===== src/rtl/mmio_out_fifo.sv =====
// mmio_out_fifo: memory-mapped byte FIFO feeding a valid/ready stream.
// Micro writes DATA to push, reads STATUS, writes CTRL to flush.
//
// Ports:
//   _iClk            clock, all state on rising edge
//   _iReset          synchronous reset, active-low
//   _iDataMemAddr    micro data-memory address
//   _iDataMemWData   micro data-memory write data
//   _iDataMemWrite   micro data-memory write strobe
//   _oSel            address hits the 3-register window
//   _oRData          register read data (STATUS only, else 0)
//   _oOutValid       downstream valid (FIFO not empty)
//   _oOutData        downstream data (FIFO head, fall-through)
//   _iOutReady       downstream ready
module mmio_out_fifo #(
    parameter int          DEPTH     = 8,
    parameter logic [7:0]  BASE_ADDR = 8'hF0
) (
    input  logic       _iClk,
    input  logic       _iReset,
    input  logic [7:0] _iDataMemAddr,
    input  logic [7:0] _iDataMemWData,
    input  logic       _iDataMemWrite,
    output logic       _oSel,
    output logic [7:0] _oRData,
    output logic       _oOutValid,
    output logic [7:0] _oOutData,
    input  logic       _iOutReady
);

    localparam int AW = $clog2(DEPTH);
    localparam int CW = AW + 1;

    localparam logic [7:0] ADDR_DATA = BASE_ADDR;
    localparam logic [7:0] ADDR_STAT = BASE_ADDR + 8'd1;
    localparam logic [7:0] ADDR_CTRL = BASE_ADDR + 8'd2;

    logic [7:0]    mem_q [DEPTH];
    logic [AW-1:0] rd_ptr_q, rd_ptr_d;
    logic [AW-1:0] wr_ptr_q, wr_ptr_d;
    logic [CW-1:0] count_q, count_d;
    logic          ovf_q, ovf_d;

    logic       push_req;
    logic       flush_req;
    logic       empty;
    logic       full;
    logic       pop;
    logic       push;
    logic [4:0] count_5;

    always_comb begin
        push_req  = _iDataMemWrite && (_iDataMemAddr == ADDR_DATA);
        flush_req = _iDataMemWrite && (_iDataMemAddr == ADDR_CTRL);
        empty     = (count_q == '0);
        full      = (count_q == CW'(DEPTH));
        pop       = !empty && _iOutReady;
        // A pop on the same edge frees the slot, so a full FIFO
        // still accepts the push.
        push      = push_req && (!full || pop);
    end

    always_comb begin
        rd_ptr_d = rd_ptr_q;
        wr_ptr_d = wr_ptr_q;
        count_d  = count_q;
        ovf_d    = ovf_q;
        if (flush_req) begin
            rd_ptr_d = '0;
            wr_ptr_d = '0;
            count_d  = '0;
            ovf_d    = 1'b0;
        end else begin
            if (push) wr_ptr_d = wr_ptr_q + 1'b1;
            if (pop)  rd_ptr_d = rd_ptr_q + 1'b1;
            if (push && !pop)      count_d = count_q + 1'b1;
            else if (!push && pop) count_d = count_q - 1'b1;
            if (push_req && !push) ovf_d = 1'b1;
        end
    end

    always_comb begin
        count_5 = 5'(count_q);
        _oSel   = (_iDataMemAddr == ADDR_DATA) ||
                  (_iDataMemAddr == ADDR_STAT) ||
                  (_iDataMemAddr == ADDR_CTRL);
        if (_iDataMemAddr == ADDR_STAT)
            _oRData = {count_5, ovf_q, full, empty};
        else
            _oRData = 8'h00;
        _oOutValid = !empty;
        _oOutData  = mem_q[rd_ptr_q];
    end

    always_ff @(posedge _iClk) begin
        if (!_iReset) begin
            rd_ptr_q <= '0;
            wr_ptr_q <= '0;
            count_q  <= '0;
            ovf_q    <= 1'b0;
        end else begin
            rd_ptr_q <= rd_ptr_d;
            wr_ptr_q <= wr_ptr_d;
            count_q  <= count_d;
            ovf_q    <= ovf_d;
        end
    end

    // Storage is not reset; pointers and count define what is live.
    always_ff @(posedge _iClk) begin
        if (_iReset && push) mem_q[wr_ptr_q] <= _iDataMemWData;
    end

endmodule


===== config.mk =====
export PLATFORM = sky130hd
export DESIGN_NAME = mmio_out_fifo
export DESIGN_NICKNAME = d
export VERILOG_FILES = /design/src/rtl/mmio_out_fifo.sv
export SDC_FILE = /design/constraint.sdc
export NUM_CORES = 1
export LEC_CHECK = 0
export ABC_AREA = 1
export CAP_MARGIN = 40
export CORE_MARGIN = 2
export CORE_UTILIZATION = 30
export CTS_CLUSTER_DIAMETER = 80
export DETAILED_ROUTE_END_ITERATION = 8
export GPL_ROUTABILITY_DRIVEN = 0
export PLACE_DENSITY = 0.45
export SLEW_MARGIN = 20
export SYNTH_ARGS = -nofsm -noshare
export SYNTH_HDL_FRONTEND = slang
export SYNTH_SLANG_ARGS = --single-unit

===== constraint.sdc =====
create_clock -name _iClk -period 2.35 [get_ports _iClk]
set_clock_uncertainty 0.15 [all_clocks]
set_input_delay 0.47 -clock _iClk [delete_from_list [all_inputs] [get_ports _iClk]]
set_output_delay 0.47 -clock _iClk [all_outputs]
set_load 0.005 [all_outputs]

==> impl_metrics.prom, run 1 <==
# TYPE chip_impl_metric gauge
chip_impl_metric{name="standard_cell_rows",unit=""} 38
chip_impl_metric{name="timing.final.crit_period",unit="ps"} 2270
chip_impl_metric{name="antenna_cells",unit=""} 0
chip_impl_metric{name="fmax",unit="MHz"} 440
chip_impl_metric{name="chipHeight",unit="µm"} 111
chip_impl_info{name="min_path_type",value="reg2reg"} 1
chip_impl_metric{name="drt_first_pass_iters",unit=""} 5
chip_impl_metric{name="switching_power",unit="mW"} 1.29
chip_impl_metric{name="clk_pin_slew",unit="ps"} 60
chip_impl_metric{name="critical_path.max_fanout",unit=""} 14
chip_impl_metric{name="grt_pass1_wl",unit="µm"} 12000
chip_impl_metric{name="die_area",unit="µm²"} 12300
chip_impl_metric{name="yosysUniqueCellTypes",unit=""} 30
chip_impl_info{name="postSynth.topFlopCell",value="sky130_fd_sc_hd__edfxtp_1"} 1
chip_impl_metric{name="detailed_place_hpwl",unit="µm"} 5100
chip_impl_metric{name="detail_route.iter0.violations",unit=""} 119
chip_impl_metric{name="worstPathArrival",unit="ps"} 1650
chip_impl_metric{name="report.final.slew_viol_count",unit=""} 0
chip_impl_metric{name="stdcell_area",unit="µm²"} 4700
chip_impl_metric{name="count_of_flip_flops_with_a_built_in_enable_after_synthesis",unit=""} 64
chip_impl_info{name="post-synth-top-area-cell",value="sky130_fd_sc_hd__edfxtp_1"} 1
chip_impl_metric{name="intPower",unit="mW"} 3.15
chip_impl_metric{name="final_hold_viol_count",unit=""} 0
chip_impl_metric{name="clock-sinks",unit=""} 78
chip_impl_metric{name="yosysTopAreaCellShare",unit="%"} 56.2
chip_impl_info{name="crit_path_end_kind",value="output pin"} 1
chip_impl_info{name="outcome",value="completed"} 1
chip_impl_metric{name="pre_cts_slack",unit="ps"} -346
chip_impl_metric{name="initial_utilization",unit="%"} 31.1
chip_impl_info{name="cts_tree",value="built"} 1
chip_impl_metric{name="grt_max_degree",unit=""} 22
chip_impl_info{name="worstSetupStartpointType",value="flop"} 1
chip_impl_metric{name="htree_num_levels",unit=""} 3
chip_impl_metric{name="syn_area",unit="µm²"} 3420
chip_impl_metric{name="drc",unit=""} 0
chip_impl_info{name="yosys-top-cells-count",value="sky130_fd_sc_hd__nor2_1, sky130_fd_sc_hd__edfxtp_1, sky130_fd_sc_hd__nand2_1"} 1
chip_impl_info{name="synthTopCellsByArea",value="sky130_fd_sc_hd__edfxtp_1, sky130_fd_sc_hd__dfxtp_1, sky130_fd_sc_hd__nor2_1"} 1
chip_impl_metric{name="portion_of_the_post_synthesis_area_used_by_sequential_elements",unit="%"} 64.4
chip_impl_metric{name="power.ir.vdd_worst",unit="µV"} 369
chip_impl_metric{name="cp.required",unit="ps"} 1730
chip_impl_info{name="rsz_0062_raised_after_global_routing",value="true"} 1
chip_impl_metric{name="yosys_warnings",unit=""} 0
chip_impl_metric{name="drv_cap",unit=""} 0
chip_impl_metric{name="report.final.setup_viol",unit=""} 0
chip_impl_metric{name="syn_nets",unit=""} 349
chip_impl_metric{name="design.final.nets",unit=""} 425
chip_impl_metric{name="die_width",unit="µm"} 111
chip_impl_metric{name="p_leak",unit="nW"} 1.85
chip_impl_metric{name="grt_overflow",unit=""} 0
chip_impl_metric{name="first_global_vias",unit=""} 2401
chip_impl_metric{name="io-pin-count",unit=""} 38
chip_impl_metric{name="synth.avg_cell_area",unit="µm²"} 10.6
chip_impl_metric{name="drive_above_1_share",unit="%"} 25.2
chip_impl_metric{name="grt_use_total",unit="%"} 12.5
chip_impl_metric{name="period_share",unit="%"} 96.7
chip_impl_metric{name="dr_total_vias",unit=""} 2457
chip_impl_info{name="synth.most_common_cell",value="sky130_fd_sc_hd__nor2_1"} 1
chip_impl_metric{name="route.detailed.wl_per_inst",unit="µm"} 13.8
chip_impl_metric{name="core_area",unit="µm²"} 11000
chip_impl_metric{name="share_comb_of_total_power",unit="%"} 29.5
chip_impl_metric{name="cts-root-to-sink-buffers",unit=""} 2
chip_impl_info{name="timing.critical_path.cells",value="buf_12 > buf_4 > nor2_1 > nor2_1 > o21ai_1 > o21ai_1 > nand2_1 > nand2_2 > dlygate4sd2_1"} 1
chip_impl_metric{name="ys_seq_elements",unit=""} 78
chip_impl_metric{name="antenna_found_initial",unit=""} 0
chip_impl_info{name="worst_path_max_delay_cell",value="sky130_fd_sc_hd__dfxtp_4"} 1
chip_impl_metric{name="flow.area_growth_from_synthesis",unit="%"} 37.6
chip_impl_metric{name="detail_route.vias_per_cell",unit=""} 4.52
chip_impl_metric{name="switching_share",unit="%"} 29.0
chip_impl_metric{name="p_clk_share",unit="%"} 34.0
chip_impl_metric{name="clock_insertion_delay_worst_skew",unit="ps"} 330
chip_impl_metric{name="cpPeakStageDelay",unit="ps"} 380
chip_impl_metric{name="drtAntennaViolNets",unit=""} 0
chip_impl_metric{name="timing.hold.ws",unit="ps"} 309
chip_impl_metric{name="power_density",unit="nW/µm²"} 945
chip_impl_metric{name="pwr_total",unit="mW"} 4.44
chip_impl_metric{name="pwr-share-seq",unit="%"} 36.6
chip_impl_metric{name="cts_inserted_buffers",unit=""} 9
chip_impl_metric{name="syn-instance-count",unit=""} 323
chip_impl_metric{name="setup_ws",unit="ps"} 77.5
chip_impl_metric{name="finalWirelength",unit="µm"} 7520
chip_impl_info{name="crit_type",value="reg2out"} 1
chip_impl_metric{name="asyncSetResetFlopFracSynth",unit="%"} 0
chip_impl_metric{name="postPlaceCellArea",unit="µm²"} 4210
chip_impl_info{name="clockRootBuffer",value="sky130_fd_sc_hd__clkbuf_16"} 1
chip_impl_metric{name="place.port_buffers",unit=""} 36
-- cell usage in the layout, fill, tap and decap left out, types with 2 or more instances in the layout --
master	count
sky130_fd_sc_hd__o21ai_1	24
sky130_fd_sc_hd__clkbuf_16	9
sky130_fd_sc_hd__nand3_4	2
sky130_fd_sc_hd__nand3_1	7
sky130_fd_sc_hd__buf_4	29
sky130_fd_sc_hd__ha_4	2
sky130_fd_sc_hd__ha_1	3
sky130_fd_sc_hd__buf_2	7
sky130_fd_sc_hd__nand2_2	8
sky130_fd_sc_hd__bufinv_16	2
sky130_fd_sc_hd__dfxtp_1	13
sky130_fd_sc_hd__clkinv_4	2
sky130_fd_sc_hd__inv_1	16
sky130_fd_sc_hd__dlymetal6s2s_1	10
sky130_fd_sc_hd__xor2_1	2
sky130_fd_sc_hd__nand2_4	2
sky130_fd_sc_hd__buf_6	4
sky130_fd_sc_hd__inv_2	2
sky130_fd_sc_hd__inv_6	2
sky130_fd_sc_hd__nor2_2	9
sky130_fd_sc_hd__buf_12	6
sky130_fd_sc_hd__nand4_1	4
sky130_fd_sc_hd__a21oi_1	9
sky130_fd_sc_hd__nor2_4	5
sky130_fd_sc_hd__nand2_1	38
sky130_fd_sc_hd__nor2_1	64
sky130_fd_sc_hd__edfxtp_1	64
sky130_fd_sc_hd__o21ai_0	24
sky130_fd_sc_hd__clkdlybuf4s50_1	17
sky130_fd_sc_hd__inv_4	2
-- critical path: cells and delay by family, from the launching register on --
family / cells / cell delay [ps]
buf+inv: 3 / 550
simple gates: 4 / 270
compound gates: 2 / 130
flops: 1 / 380
-- through the flow --
step                instances  utilization (%)  setup TNS [ps]
finish                    544             42.8               0
global route              544             42.8           -36.9
CTS                       540             41.5            -634
detailed placement        523             38.3           -5450
global placement          523             38.3           -5520
floorplan                 323                -               0
-- timing repair --
action	in CTS	in global routing
pin swaps	1	12
endpoints found under the setup margin	16	17
buffers inserted	1	4
hold buffers	0	0
resized for setup	44	38
-- final cells by class --
cell class / count / area (µm²)
Fill cell: 1075 / 6280
Sequential cell: 78 / 2210
Multi-Input combinational cell: 213 / 1150
Timing Repair Buffer: 76 / 747
Clock buffer: 10 / 239
Tap cell: 140 / 175
Clock inverter: 6 / 93.8
Inverter: 21 / 88.8
-- logic make-up after synthesis --
family / after synthesis / share of synthesized area (%)
compound gates: 59 / 8.71
xor+xnor: 4 / 1.03
fa+ha+maj: 6 / 2.42
buf+inv: 32 / 4.14
flops: 78 / 64.4
other cells: 1 / 0.110
simple gates: 143 / 19.2
-- power groups by stage --
stage,sequential (mW),combinational [mW],clock (mW)
after floorplan,1.63,0.714,0
after global placement,1.63,1.16,0
after detailed placement,1.63,1.16,0
after CTS,1.62,1.20,1.55
after global routing,1.63,1.47,1.62
final,1.62,1.31,1.51
-- flip-flops by register name (all words and copies together) (netlist names), named ones only --
| signal | flops |
|---|---|
| count_q | 4 |
| mem_q | 64 |
| ovf_q | 1 |
| rd_ptr_q | 3 |
| wr_ptr_q | 3 |
-- metal layers --
metal  vias to the layer above  GRT usage [%]  share of wire [%]
met5                         -              0                  0
met4                         0           3.92               0.73
met3                         4           3.50                3.2
met2                        38           20.8                 49
met1                      1166           15.9                 47
li1                       1249              -                  -
-- worst paths after layout --
kind              start  cells past startpoint            to  slack, ps
min reg2reg       ovf_q                      2         ovf_q        310
max                flop                      9  _oOutData[0]         80
min               ovf_q                      2         ovf_q        310
max reg2reg  count_q[1]                     13    count_q[3]        300
(Power assumes the default switching activity.)
==> run 2, diff against run 1 <==
- GPL_TIMING_DRIVEN: not set -> 0
==> run 2 against run 1 <==
Net effect: the flow now finishes with violations (setup timing); final cell count shrank 2.6%; combinational power is essentially flat; sequential cell count is the same.
==> impl_metrics.prom, run 2 (same netlist as run 1, synthesis figures left out) <==
# TYPE chip_impl_metric gauge
chip_impl_info{name="timing.critical_path.cells",value="inv_4 > buf_8 > nor2_1 > o21ai_1 > nand2_1 > nand2_2 > clkdlybuf4s50_1"} 1
chip_impl_metric{name="timing.hold.ws",unit="ps"} 326
chip_impl_info{name="registers.top_by_ff_count",value="mem_q"} 1
chip_impl_metric{name="worstPathArrival",unit="ps"} 1790
chip_impl_metric{name="cp.required",unit="ps"} 1730
chip_impl_metric{name="design.final.nets",unit=""} 412
chip_impl_metric{name="tns",unit="ps"} -59.3
chip_impl_info{name="crit_type",value="reg2out"} 1
chip_impl_metric{name="grt_max_degree",unit=""} 13
chip_impl_metric{name="detail_route.iter0.violations",unit=""} 103
chip_impl_metric{name="clock_insertion_delay_worst_skew",unit="ps"} 320
chip_impl_metric{name="report.final.slew_viol_count",unit=""} 0
chip_impl_metric{name="grt_use_total",unit="%"} 12.8
chip_impl_metric{name="setup_ws",unit="ps"} -59.3
chip_impl_metric{name="drtAntennaViolNets",unit=""} 0
chip_impl_metric{name="drt_first_pass_iters",unit=""} 4
chip_impl_metric{name="htree_num_levels",unit=""} 3
chip_impl_metric{name="flow.area_growth_from_synthesis",unit="%"} 32.9
chip_impl_metric{name="power_density",unit="nW/µm²"} 913
chip_impl_metric{name="power.ir.vdd_worst",unit="µV"} 364
chip_impl_metric{name="clk_pin_slew",unit="ps"} 60
chip_impl_metric{name="drv_cap",unit=""} 0
chip_impl_metric{name="chipHeight",unit="µm"} 111
chip_impl_metric{name="fmax",unit="MHz"} 415
chip_impl_metric{name="period_share",unit="%"} 103
chip_impl_metric{name="postPlaceCellArea",unit="µm²"} 3980
chip_impl_metric{name="final.fill_count",unit=""} 1061
chip_impl_metric{name="postCtsHoldBufs",unit=""} 0
chip_impl_info{name="min_path_type",value="reg2reg"} 1
chip_impl_metric{name="first_global_vias",unit=""} 2294
chip_impl_metric{name="clock-sinks",unit=""} 78
chip_impl_metric{name="grt_overflow",unit=""} 0
chip_impl_metric{name="initial_utilization",unit="%"} 31.1
chip_impl_metric{name="final_hold_viol_count",unit=""} 0
chip_impl_metric{name="critical_path.max_fanout",unit=""} 10
chip_impl_info{name="clockRootBuffer",value="sky130_fd_sc_hd__clkbuf_16"} 1
chip_impl_metric{name="detailed_place_hpwl",unit="µm"} 5170
chip_impl_metric{name="largest_register_ff_count",unit=""} 64
chip_impl_metric{name="final_cells",unit=""} 530
chip_impl_info{name="cts_tree",value="built"} 1
chip_impl_metric{name="die_width",unit="µm"} 111
chip_impl_metric{name="standard_cell_rows",unit=""} 38
chip_impl_metric{name="route.detailed.wl_per_inst",unit="µm"} 14.6
chip_impl_metric{name="io-pin-count",unit=""} 38
chip_impl_metric{name="worst_slew_pin_slew",unit="ps"} 567
chip_impl_metric{name="antenna_found_initial",unit=""} 0
chip_impl_info{name="layout.cells.most_common_list",value="sky130_fd_sc_hd__edfxtp_1, sky130_fd_sc_hd__nor2_1, sky130_fd_sc_hd__nand2_1, sky130_fd_sc_hd__o21ai_1, sky130_fd_sc_hd__o21ai_0"} 1
chip_impl_metric{name="stdcell_area",unit="µm²"} 4540
chip_impl_metric{name="place.port_buffers",unit=""} 36
chip_impl_info{name="layout.cells.most_common",value="sky130_fd_sc_hd__edfxtp_1"} 1
chip_impl_metric{name="dr_total_vias",unit=""} 2382
chip_impl_metric{name="drive_above_1_share",unit="%"} 20.8
chip_impl_info{name="violations",value="setup timing"} 1
chip_impl_info{name="rsz_0062_raised_after_global_routing",value="true"} 1
chip_impl_metric{name="drc",unit=""} 0
chip_impl_metric{name="detail_route.vias_per_cell",unit=""} 4.49
chip_impl_metric{name="antenna_cells",unit=""} 0
chip_impl_metric{name="grt_pass1_wl",unit="µm"} 12100
chip_impl_metric{name="cpPeakStageDelay",unit="ps"} 490
chip_impl_metric{name="core_area",unit="µm²"} 11000
chip_impl_metric{name="pwr_total",unit="mW"} 4.15
chip_impl_info{name="crit_path_end_kind",value="output pin"} 1
chip_impl_info{name="worstSetupStartpointType",value="flop"} 1
chip_impl_metric{name="max_slew_margin",unit="%"} 62.2
chip_impl_metric{name="cts_inserted_buffers",unit=""} 9
chip_impl_metric{name="die_area",unit="µm²"} 12300
chip_impl_metric{name="cts-root-to-sink-buffers",unit=""} 2
chip_impl_metric{name="post-place-cells",unit=""} 503
chip_impl_info{name="outcome",value="finished with violations"} 1
chip_impl_metric{name="utilization",unit="%"} 41.4
chip_impl_metric{name="pre_cts_slack",unit="ps"} -521
chip_impl_metric{name="report.final.setup_viol",unit=""} 1
chip_impl_info{name="top_registers",value="mem_q x64, count_q x4"} 1
chip_impl_info{name="worst_path_max_delay_cell",value="sky130_fd_sc_hd__clkdlybuf4s50_1"} 1
chip_impl_metric{name="p_leak",unit="nW"} 1.73
chip_impl_metric{name="finalWirelength",unit="µm"} 7730
chip_impl_metric{name="timing.final.crit_period",unit="ps"} 2410
run 2: cell types whose count changed in the layout (fill, tap and decap cells not counted), moves of 5 or more:
| cell | before | now |
|---|---|---|
| sky130_fd_sc_hd__clkdlybuf4s50_1 | 17 | 12 |
| sky130_fd_sc_hd__clkdlybuf4s15_1 | 1 | 6 |
| sky130_fd_sc_hd__buf_2 | 7 | 0 |
| sky130_fd_sc_hd__buf_4 | 29 | 17 |
| sky130_fd_sc_hd__buf_12 | 6 | 0 |
| sky130_fd_sc_hd__dlygate4sd2_1 | 1 | 7 |
run 2: worst max-delay path: cells and delay by family, from the launching register on:
| family | cells | cell delay [ps] |
|---|---|---|
| buffers and inverters | 3 | 740 |
| AO/OA/AOI/OAI | 1 | 130 |
| flip-flops | 1 | 390 |
| AND/OR/NAND/NOR | 3 | 210 |
run 2: cell type report:
cell class,instances,area (µm²),share of cell area (%)
sequential,78,2210,48.7
timing repair buffer,53,527,11.6
inverter,21,86.3,1.90
clock buffer,10,229,5.04
tap,140,175,3.86
clock inverter,5,27.5,0.606
buffer,10,126,2.78
multi-input combinational,213,1160,25.5
run 2: what timing repair did:
action | 4_1_cts | 5_1_grt
resized for setup | 52 | 40
endpoints found under the setup margin | 29 | 76
gates cloned | 0 | 1
pin swaps | 3 | 11
setup buffers | 4 | 8
run 2: worst paths after layout:
check | cells past startpoint | startpoint | slack [ps] | to
hold reg to reg | 2 | ovf_q | 330 | ovf_q
setup reg to reg | 11 | count_q[0] | 270 | count_q[2]
setup / recovery | 7 | flop | -60 | _oOutData[7]
hold / removal | 2 | ovf_q | 330 | ovf_q
run 2: power breakdown:
| part | leakage [nW] | switching [mW] | internal [mW] |
|---|---|---|---|
| Combinational | 0.922 | 0.670 | 0.627 |
| Clock | 0.119 | 0.509 | 0.700 |
| Sequential | 0.691 | 0.0889 | 1.55 |
| Total | 1.73 | 1.27 | 2.88 |
run 2: routing by layer:
metal	track usage, %	vias to the layer above	wire length, µm
met1	17.8	1111	3800
met2	19.6	45	3620
met4	4.75	0	54
li1	-	1224	-
met5	0	-	0
met3	2.95	2	261
==> run 3, diff against run 2 <==
- CORE_MARGIN: 2 -> 10
- GPL_ROUTABILITY_DRIVEN: 0 -> not set
==> run 3 against run 2 <==
Net effect: the flow now finishes without violations; sequential power about the same; register-to-register slack about the same; sequential share of layout area about the same; worst setup slack better by 150 ps; count of clock-buffer cells in the layout down 1; non-clock buffer count down 1; via count up 2.6%; first-iteration DRC count up 50%; critical path depth unchanged; combinational power about the same; largest cell class unchanged; highest routed layer unchanged.
==> impl_metrics.prom, run 3 (same netlist as run 1, synthesis figures left out) <==
# TYPE chip_impl_metric gauge
chip_impl_metric{name="max_slew_margin",unit="%"} 58.3
chip_impl_metric{name="drv_cap",unit=""} 0
chip_impl_metric{name="critical_path.max_fanout",unit=""} 5
chip_impl_metric{name="grt_max_degree",unit=""} 15
chip_impl_metric{name="sum_of_routed_wire_segments_on_met1",unit="µm"} 3980
chip_impl_metric{name="clk_pin_slew",unit="ps"} 60
chip_impl_metric{name="dr_total_vias",unit=""} 2445
chip_impl_metric{name="clock-sinks",unit=""} 78
chip_impl_metric{name="initial_utilization",unit="%"} 31.1
chip_impl_metric{name="design.final.nets",unit=""} 411
chip_impl_info{name="critical_path.top_delay_family",value="buffers and inverters"} 1
chip_impl_metric{name="flow.area_growth_from_synthesis",unit="%"} 32.8
chip_impl_metric{name="htree_num_levels",unit=""} 3
chip_impl_metric{name="drtAntennaViolNets",unit=""} 0
chip_impl_metric{name="detail_route.vias_per_cell",unit=""} 4.61
chip_impl_metric{name="antenna_found_initial",unit=""} 0
chip_impl_metric{name="drt_first_pass_iters",unit=""} 4
chip_impl_metric{name="power_density",unit="nW/µm²"} 976
chip_impl_metric{name="tns",unit="ps"} 0
chip_impl_metric{name="die_area",unit="µm²"} 16100
chip_impl_metric{name="grt_use_total",unit="%"} 10.8
chip_impl_info{name="crit_path_end_kind",value="output pin"} 1
chip_impl_metric{name="p_leak",unit="nW"} 1.74
chip_impl_metric{name="grt_pass1_wl",unit="µm"} 13500
chip_impl_metric{name="timing.final.crit_period",unit="ps"} 2260
chip_impl_metric{name="antenna_cells",unit=""} 0
chip_impl_metric{name="path_depth",unit=""} 7
chip_impl_metric{name="worst_slew_pin_slew",unit="ps"} 626
chip_impl_metric{name="detailed_place_hpwl",unit="µm"} 5560
chip_impl_metric{name="period_share",unit="%"} 96.0
chip_impl_info{name="registers.top_by_ff_count",value="mem_q"} 1
chip_impl_metric{name="worst-r2r-cell-count",unit=""} 12
chip_impl_info{name="outcome",value="completed"} 1
chip_impl_info{name="cts_tree",value="built"} 1
chip_impl_metric{name="place.port_buffers",unit=""} 36
chip_impl_info{name="crit_type",value="reg2out"} 1
chip_impl_metric{name="io-pin-count",unit=""} 38
chip_impl_metric{name="intPower",unit="mW"} 3.11
chip_impl_info{name="crit_path_top_cell_by_count",value="sky130_fd_sc_hd__nand2_1"} 1
chip_impl_metric{name="met3RoutedLength",unit="µm"} 425
chip_impl_metric{name="core_area",unit="µm²"} 11000
chip_impl_metric{name="final_hold_viol_count",unit=""} 0
chip_impl_metric{name="final.fill_count",unit=""} 1051
chip_impl_metric{name="detail_route.iter0.violations",unit=""} 154
chip_impl_info{name="cp-endpoint",value="_oOutData[5]"} 1
chip_impl_metric{name="share_comb_of_total_power",unit="%"} 29.3
chip_impl_metric{name="report.final.setup_viol",unit=""} 0
chip_impl_info{name="rsz_0062_raised_after_global_routing",value="false"} 1
chip_impl_metric{name="met2_wirelength",unit="µm"} 3900
chip_impl_metric{name="pwr_total",unit="mW"} 4.43
chip_impl_metric{name="switching_share",unit="%"} 29.8
chip_impl_metric{name="timing.critical_path.buf_inv",unit=""} 3
chip_impl_info{name="min_path_type",value="reg2reg"} 1
chip_impl_metric{name="postPlaceCellArea",unit="µm²"} 3980
chip_impl_metric{name="pwr-share-seq",unit="%"} 37.0
chip_impl_metric{name="stdcell_area",unit="µm²"} 4540
chip_impl_info{name="layout.cells.most_common_list",value="sky130_fd_sc_hd__edfxtp_1, sky130_fd_sc_hd__nor2_1, sky130_fd_sc_hd__nand2_1, sky130_fd_sc_hd__o21ai_0, sky130_fd_sc_hd__o21ai_1"} 1
chip_impl_metric{name="cts_inserted_buffers",unit=""} 9
chip_impl_info{name="timing.critical_path.cells",value="inv_6 > bufbuf_16 > o21ai_1 > o21ai_0 > nand2_1 > nand2_1 > dlygate4sd2_1"} 1
chip_impl_metric{name="die_width",unit="µm"} 127
chip_impl_info{name="top_layer",value="met4"} 1
chip_impl_metric{name="chipHeight",unit="µm"} 127
chip_impl_metric{name="standard_cell_rows",unit=""} 38
chip_impl_metric{name="register_to_register_path_setup_slack",unit="ps"} 260
chip_impl_metric{name="power.ir.vdd_worst",unit="µV"} 385
chip_impl_metric{name="finalWirelength",unit="µm"} 8450
chip_impl_info{name="worstSetupStartpointType",value="flop"} 1
chip_impl_info{name="reg2reg_from",value="count_q[1]"} 1
chip_impl_metric{name="first_global_vias",unit=""} 2446
chip_impl_info{name="clockRootBuffer",value="sky130_fd_sc_hd__clkbuf_16"} 1
chip_impl_metric{name="clock_insertion_delay_worst_skew",unit="ps"} 330
chip_impl_metric{name="largest_register_ff_count",unit=""} 64
chip_impl_metric{name="switching_power",unit="mW"} 1.32
chip_impl_metric{name="cpPeakStageDelay",unit="ps"} 410
chip_impl_metric{name="drive_above_1_share",unit="%"} 20.5
chip_impl_metric{name="worstPathArrival",unit="ps"} 1640
chip_impl_info{name="destination_of_the_worst_register_to_register_timing_path",value="count_q[3]"} 1
chip_impl_metric{name="cp.required",unit="ps"} 1730
chip_impl_info{name="top_registers",value="mem_q x64, count_q x4"} 1
chip_impl_metric{name="report.final.slew_viol_count",unit=""} 0
chip_impl_metric{name="grt_overflow",unit=""} 0
chip_impl_metric{name="place.gp.congestion",unit=""} 0.703
chip_impl_metric{name="route.detailed.wl_per_inst",unit="µm"} 15.9
chip_impl_metric{name="p_clk_share",unit="%"} 33.7
chip_impl_info{name="timing.hold.worst.start",value="ovf_q"} 1
chip_impl_metric{name="cts-root-to-sink-buffers",unit=""} 2
chip_impl_metric{name="drc",unit=""} 0
chip_impl_info{name="layout.cells.most_common",value="sky130_fd_sc_hd__edfxtp_1"} 1
chip_impl_info{name="worst_path_max_delay_cell",value="sky130_fd_sc_hd__dfxtp_4"} 1
chip_impl_metric{name="fmax",unit="MHz"} 443
-- run 3: worst min-delay path, stage by stage, from the launching register on --
cell and delay (ps):
sky130_fd_sc_hd__dfxtp_1 300, sky130_fd_sc_hd__inv_1 70, sky130_fd_sc_hd__a21oi_1 60
-- run 3: area by class of cell --
cell class	count	area (µm²)	area share [%]
clock inverters	7	96.3	2.12
well taps	140	175	3.86
multi-input cells	213	1150	25.3
inverters	21	86.3	1.90
plain buffers	10	123	2.70
repair buffers	52	474	10.4
flip-flops and latches	78	2210	48.7
clock buffers	9	225	4.96
-- run 3: stage by stage --
| stage | instances | setup WS, ps | hold slack [ps] | util [%] |
|---|---|---|---|---|
| 2_1_floorplan | 323 | 121 | 286 | - |
| 3_3_place_gp | 499 | -585 | 330 | 36.0 |
| 3_5_place_dp | 503 | -527 | 319 | 36.3 |
| 4_1_cts | 526 | -19.7 | 328 | 40.6 |
| 5_1_grt | 530 | 1.96 | 345 | 41.3 |
| 6_report | 530 | 93.0 | 322 | 41.3 |
-- run 3: power by group through the flow --
stage | Combinational [mW] | Clock, mW | Sequential, mW
floorplan | 0.714 | 0 | 1.63
global placement | 1.14 | 0 | 1.64
detailed placement | 1.14 | 0 | 1.65
CTS | 1.30 | 1.51 | 1.64
global route | 1.48 | 1.58 | 1.65
finish | 1.30 | 1.49 | 1.64
-- run 3: how the worst min path moves through the flow --
stage               endpoint  slack [ps]  cells past startpoint
floorplan              ovf_q         290                      2
global placement       ovf_q         330                      2
detailed placement     ovf_q         320                      2
CTS                    ovf_q         330                      2
global route           ovf_q         350                      2
finish                 ovf_q         320                      2
-- run 3: metal layers --
metal	vias up	GRT usage [%]
met1	1164	13.6
li1	1222	-
met2	49	17.1
met4	0	4.42
met3	10	2.96
met5	-	0
-- run 3: what timing repair did --
item	4_1_cts	5_1_grt
hold buffers	0	0
cloned	1	0
buffers inserted	7	4
setup endpoints to repair	31	28
pin swaps	6	4
endpoints found under the hold margin	0	0
gates resized for setup	75	15
